File: src/rtl/sweeper_pkg.sv
// Shared types and constants for the minterm sweeper: FSM states, table
// widths and the default golden truth table.
package sweeper_pkg;

  localparam int unsigned MINTERM_W = 3;
  localparam int unsigned TT_W      = 8;
  localparam int unsigned CNT_W     = 4;

  // m(0,2,6,7): bit i of the mask is f(i)
  localparam logic [TT_W-1:0] EXPECTED_DEFAULT = 8'hC5;

  typedef enum logic [1:0] {
    ST_IDLE   = 2'd0,
    ST_SETTLE = 2'd1,
    ST_SAMPLE = 2'd2,
    ST_DONE   = 2'd3
  } state_e;

endpackage

File: src/rtl/prio_enc8.sv
// Lowest-index priority encoder over an 8-bit vector; none=1 when no bit is set.
module prio_enc8
  import sweeper_pkg::*;
(
  input  logic [TT_W-1:0]      vec,
  output logic [MINTERM_W-1:0] idx,
  output logic                 none
);

  // Bit 0 wins over every higher bit.
  always_comb begin
    idx  = 3'd0;
    none = 1'b0;
    casez (vec)
      8'b???????1: idx = 3'd0;
      8'b??????10: idx = 3'd1;
      8'b?????100: idx = 3'd2;
      8'b????1000: idx = 3'd3;
      8'b???10000: idx = 3'd4;
      8'b??100000: idx = 3'd5;
      8'b?1000000: idx = 3'd6;
      8'b10000000: idx = 3'd7;
      default: begin
        idx  = 3'd0;
        none = 1'b1;
      end
    endcase
  end

endmodule

File: src/rtl/minterm_sweeper.sv
// Walks {x,y,z} through all eight minterms, captures the truth tables of two
// implementations and reports equality, golden match and the first mismatch.
module minterm_sweeper
  import sweeper_pkg::*;
#(
  parameter int unsigned     SETTLE   = 1,
  parameter logic [TT_W-1:0] EXPECTED = EXPECTED_DEFAULT
) (
  input  logic                 clk,
  input  logic                 rst_n,
  input  logic                 start,
  output logic                 x,
  output logic                 y,
  output logic                 z,
  input  logic                 s1,
  input  logic                 s2,
  output logic                 busy,
  output logic                 done,
  output logic [TT_W-1:0]      tt1,
  output logic [TT_W-1:0]      tt2,
  output logic                 equal,
  output logic                 match_exp,
  output logic [MINTERM_W-1:0] first_diff
);

  localparam logic [CNT_W-1:0] SETTLE_LAST = CNT_W'(SETTLE - 32'd1);

  state_e               state_r, state_next_s;
  logic [MINTERM_W-1:0] idx_r, idx_next_s;
  logic [CNT_W-1:0]     cnt_r, cnt_next_s;
  logic [TT_W-1:0]      tt1_r, tt1_next_s;
  logic [TT_W-1:0]      tt2_r, tt2_next_s;
  logic                 finish_s;
  logic                 equal_r, match_r, busy_r, done_r;
  logic [MINTERM_W-1:0] first_diff_r;
  logic [MINTERM_W-1:0] diff_idx_s;
  logic                 diff_none_s;

  // State register.
  always_ff @(posedge clk or negedge rst_n) begin
    if (!rst_n) begin
      state_r <= ST_IDLE;
    end else begin
      state_r <= state_next_s;
    end
  end

  // Next state plus next index/counter/tables for the sweep.
  always_comb begin
    state_next_s = state_r;
    idx_next_s   = idx_r;
    cnt_next_s   = cnt_r;
    tt1_next_s   = tt1_r;
    tt2_next_s   = tt2_r;
    finish_s     = 1'b0;
    case (state_r)
      ST_IDLE: begin
        if (start) begin
          state_next_s = ST_SETTLE;
          idx_next_s   = 3'd0;
          cnt_next_s   = 4'd0;
          tt1_next_s   = 8'h00;
          tt2_next_s   = 8'h00;
        end else begin
          state_next_s = ST_IDLE;
        end
      end
      ST_SETTLE: begin
        if (cnt_r == SETTLE_LAST) begin
          state_next_s = ST_SAMPLE;
        end else begin
          cnt_next_s = cnt_r + 4'd1;
        end
      end
      ST_SAMPLE: begin
        tt1_next_s[idx_r] = s1;
        tt2_next_s[idx_r] = s2;
        if (idx_r == 3'd7) begin
          state_next_s = ST_DONE;
          finish_s     = 1'b1;
        end else begin
          state_next_s = ST_SETTLE;
          idx_next_s   = idx_r + 3'd1;
          cnt_next_s   = 4'd0;
        end
      end
      ST_DONE: begin
        state_next_s = ST_IDLE;
        idx_next_s   = 3'd0;
      end
      default: begin
        state_next_s = ST_IDLE;
        idx_next_s   = 3'd0;
        cnt_next_s   = 4'd0;
      end
    endcase
  end

  // Mismatch search runs on the tables as they will stand after this edge.
  prio_enc8 u_prio_enc8 (
    .vec  (tt1_next_s ^ tt2_next_s),
    .idx  (diff_idx_s),
    .none (diff_none_s)
  );

  // Datapath registers; verdicts only move on the edge that enters DONE.
  always_ff @(posedge clk or negedge rst_n) begin
    if (!rst_n) begin
      idx_r        <= 3'd0;
      cnt_r        <= 4'd0;
      tt1_r        <= 8'h00;
      tt2_r        <= 8'h00;
      equal_r      <= 1'b0;
      match_r      <= 1'b0;
      first_diff_r <= 3'd0;
      busy_r       <= 1'b0;
      done_r       <= 1'b0;
    end else begin
      idx_r  <= idx_next_s;
      cnt_r  <= cnt_next_s;
      tt1_r  <= tt1_next_s;
      tt2_r  <= tt2_next_s;
      busy_r <= (state_next_s == ST_SETTLE) || (state_next_s == ST_SAMPLE);
      done_r <= (state_next_s == ST_DONE);
      if (finish_s) begin
        equal_r      <= diff_none_s;
        match_r      <= (tt1_next_s == EXPECTED) && (tt2_next_s == EXPECTED);
        first_diff_r <= diff_none_s ? 3'd0 : diff_idx_s;
      end else begin
        equal_r      <= equal_r;
        match_r      <= match_r;
        first_diff_r <= first_diff_r;
      end
    end
  end

  assign {x, y, z}  = idx_r;
  assign busy       = busy_r;
  assign done       = done_r;
  assign tt1        = tt1_r;
  assign tt2        = tt2_r;
  assign equal      = equal_r;
  assign match_exp  = match_r;
  assign first_diff = first_diff_r;

endmodule

File: config.mk
export PLATFORM = sky130hd
export DESIGN_NAME = minterm_sweeper
export DESIGN_NICKNAME = d
export VERILOG_FILES = /design/src/rtl/sweeper_pkg.sv /design/src/rtl/prio_enc8.sv /design/src/rtl/minterm_sweeper.sv
export SDC_FILE = /design/constraint.sdc
export NUM_CORES = 1
export LEC_CHECK = 0
export CAP_MARGIN = 20
export CORE_MARGIN = 2
export CORE_UTILIZATION = 59
export CTS_BUF_LIST = sky130_fd_sc_hd__clkbuf_2
export DETAILED_ROUTE_END_ITERATION = 8
export HOLD_SLACK_MARGIN = 0.02
export PLACE_DENSITY = 0.87
export SKIP_CTS_REPAIR_TIMING = 1
export SLEW_MARGIN = 10
export SYNTH_ARGS = -nofsm -noshare
export SYNTH_HDL_FRONTEND = slang
export SYNTH_HIERARCHICAL = 1
export SYNTH_SLANG_ARGS = --single-unit
File: constraint.sdc
create_clock -name clk -period 5.1 [get_ports clk]
set_clock_uncertainty 0.2 [all_clocks]
set_input_delay 1.02 -clock clk [delete_from_list [all_inputs] [get_ports clk]]
set_output_delay 1.02 -clock clk [all_outputs]
set_load 0.005 [all_outputs]
==> impl_summary.txt <==
----------------------------------------------------
[Die]
  Chip width ... 60.3 um
  Total Die Area ... 0.00364 sq mm
  Core region area ... 0.00303 sq mm
  Ports placed on the boundary ... 31
  Number of cell rows ... 20
  Effective utilization at floorplan ... 61.8%
  Vertical die dimension ... 60.3 um

[Drt]
  Initial detailed-routing violation count ... about 110
  WL final ... 4.36 mm
  Detail Route Antenna Nets ... 0
  Via count ... between 1500 and 2000
  Post-detailed-route via-to-cell ratio ... approximately 6.1
  Average wire per cell in the routed design ... 16.3 um
  Number of iterations in the first detailed-routing pass ... 5
  DRC viols ... 0

[Setup path]
  Category of the most critical setup path ... in2reg
  Timing startpoint of the critical path ... start
  Critical path endpoint category ... register
  Worst-case reg-to-reg path depth ... 6
  Data required, critical path ... roughly 5.2 ns
  Worst setup SP type ... input port
  Register-to-Register Setup Slack ... 1.88 ns
  Maximum net fanout on the critical path ... 10
  RR Startpoint ... idx_r[0]$_DFFE_PN0P_
  Endpoint arrival time on the critical path ... 3.41 ns

[Yosys]
  Post-Syn Instances ... 196
  Netlist cell types ... 52
  Top_reg_cell synth ... dfrtp_1
  Compound-gate portion of the synthesized area ... 20.4%
  Leading post-synthesis cells by cell area ... dfrtp_1, nand2_1, xor2_1, ha_1, nand2b_1
  Async set or reset register ratio after synthesis ... between 90% and 100%
  Number of warnings issued by yosys ... 6
  Most area-hungry cell type in the Yosys netlist ... dfrtp_1
  Post-synthesis register bit count ... 32
  Syn_nets ... 206
  Leading cell type by number of instances after synthesis ... dfrtp_1
  Synthesized area ... 0.00187 sq mm
  Synthesized area per cell ... 9.55 sq um
  Multiplexer fraction of the synthesized cell area ... roughly 1.7%
  Share of the synthesized area in the top cell type ... 42.8%
  Xor/xnor share of the synthesized area ... 4.21%
  Number of enable-type register cells in the synthesized netlist ... 0
  Area share of fa/ha/maj cells after synthesis ... 3.34%
  Combinational family with the most area after synthesis ... simple AND/OR/NAND/NOR gates
  Seq/Total Area, Yosys ... 42.8%
  Most instantiated cells after synthesis ... dfrtp_1, nand2_1, nor2_1, o21ai_0
  Fraction of the mapped netlist area in simple logic gates ... 23.5%

[STA]
  Unrepaired setup endpoints after global routing ... no
  Worst slew margin ... 55.0%
  Final worst path period share ... 65.6%
  Pin slew with the least headroom to its limit ... approximately 0.68 ns
  Sum of negative setup slack ... 0 ns
  Max Clock Freq ... roughly 0.3 GHz
  Number of max-slew violations in the final report ... 0
  Final-report setup violation count ... 0
  Min Tclk post-route ... 3.34 ns
  Final number of hold-violating endpoints ... 0

[Finish]
  Register area ... approximately 800 sq um
  Layout cell share with drive strength beyond 1 ... 7.14%
  Combined area of the multi-input logic cells ... about 990 sq um
  Antenna fix cells ... 0
  Area growth from synthesis to layout ... 18.0%
  Layout Utilization ... 72.9%
  Post-Layout Inst Area ... 0.00221 sq mm
  Filler Cells Inserted ... 225
  Net count, final ... 234

[Min path]
  Hold depth ... 2
  Startpoint of the most critical hold path ... first_diff[2]$_DFFE_PN0P_
  Class of the most critical hold timing path ... reg2reg

[Global route]
  Overall Global Routing Usage ... 26.5%
  First-pass GRT wire length ... 7.06 mm
  Via count of the first global-routing pass ... 1542
  Initial antenna violation count ... 0
  Total overflow reported by the global router ... 0
  Maximum number of pins on one net before global-route repair ... 33

[Clocking]
  Clock-pin slew reported for the worst setup and hold paths after clock tree synthesis ... approximately 0.14 ns
  Clock insertion delay at the later pin of the skew report ... 0.36 ns
  Maximum number of buffers from clock root to sink ... 2
  CTS tree ... yes
  Clock tree sinks ... 32
  Clock H-tree levels ... 2
  Number of buffers created by CTS ... 5
  Clock root buffer master ... clkbuf_2

[Placement]
  Half-perimeter wire length of the detailed placement result ... 3.09 mm
  Post-Place Cell Area ... 0.00218 sq mm
  Placer's final routability congestion estimate ... 0.910
  Port Buf Inserts ... 30

[Job]
  Maximum capacitance violations ... 0

[Status]
  Status ... completed

[Power and ir drop]
  Cell area power density ... 426 mW/mm^2
  Leakage power figure ... between 0.0009 and 0.001 uW
  IR Drop Worst-Case VDD ... 0.000268 V

----------------------------------------------------
## path summary, 6_finish.rpt
check                                                  to
worst min register to register  first_diff[2]$_DFFE_PN0P_
worst min-delay path            first_diff[2]$_DFFE_PN0P_
worst max-delay path            first_diff[1]$_DFFE_PN0P_
max in group asynchronous            cnt_r[2]$_DFFE_PN0P_
min in group asynchronous                tt1[1]$_DFF_PN0_
worst max register to register      match_exp$_DFFE_PN0P_
## flip-flops by register name, indices dropped and copies added (netlist names)
signal,count
tt1,8
tt2,8
cnt_r,4
first_diff,3
idx_r,3
state_r,2
busy,1
done,1
equal,1
match_exp,1
## area by class of cell
type                       instances  area share, %
inverter                           5          0.850
clock inverter                     2          0.340
tap                               44           2.49
timing repair buffer              31           13.9
sequential                        32           36.3
multi-input combinational        149           45.0
clock buffer                       5           1.13
## stage by stage
stage	setup slack [ns]	instances	hold slack, ns	total power, uW
final	1.76	268	0.306	942
after floorplan	2.19	196	0.259	677
after detailed placement	1.43	261	0.276	827
after CTS	1.80	268	0.309	941
after global placement	1.46	261	0.266	817
after global routing	1.60	268	0.348	1010
## metal layers
layer	vias up	share of wire, %	global-route usage [%]
met3	11	7.1	6.71
met4	0	2.1	12.4
met5	-	0	0
met2	79	47	39.4
li1	769	-	-
met1	765	44	36.1
## kinds of logic after synthesis
logic type / after synthesis
AOI/OAI and AO/OA: 52
adders and majority gates: 5
and+or+nand+nor: 80
muxes: 3
buffers and inverters: 15
DFF: 32
xor gates and xnor gates: 9
## worst max-delay path, cell delays in order
cell,delay [ns]
clkdlybuf4s50_1,0.56
or3b_1,0.53
o211ai_1,0.19
nand2_1,0.12
xor2_1,0.33
nor2_1,0.12
and4_1,0.24
nand2b_1,0.14
o21ai_0,0.16
## layout by cell type, fill, tap and decap left out, types with 2 or more instances in the layout
cell / instances
nand2b_1: 9
or2_1: 4
nand4b_1: 3
nor2b_1: 2
and3_1: 2
a2bb2oi_1: 2
nand3b_1: 2
clkbuf_2: 5
o21ai_0: 11
ha_1: 5
o22ai_1: 8
o211a_1: 2
nand3_1: 3
nand4bb_1: 2
a211oi_1: 3
clkinv_1: 2
mux2i_1: 2
xor2_1: 9
a21o_1: 3
or3_1: 2
o311a_1: 2
o31ai_2: 2
nor2_1: 12
dfrtp_1: 32
o21ai_1: 3
clkdlybuf4s50_1: 30
o211ai_1: 4
a21oi_1: 3
inv_1: 5
nand2_1: 27
## report_power, final
part | leakage (uW) | internal (uW) | switching, uW | total, uW
logic | 0.000542 | 222 | 213 | 436
registers | 0.000429 | 303 | 93.4 | 397
clock network | 0.0000239 | 28.3 | 81.3 | 110
No activity file was read; power rests on OpenSTA's default activity.
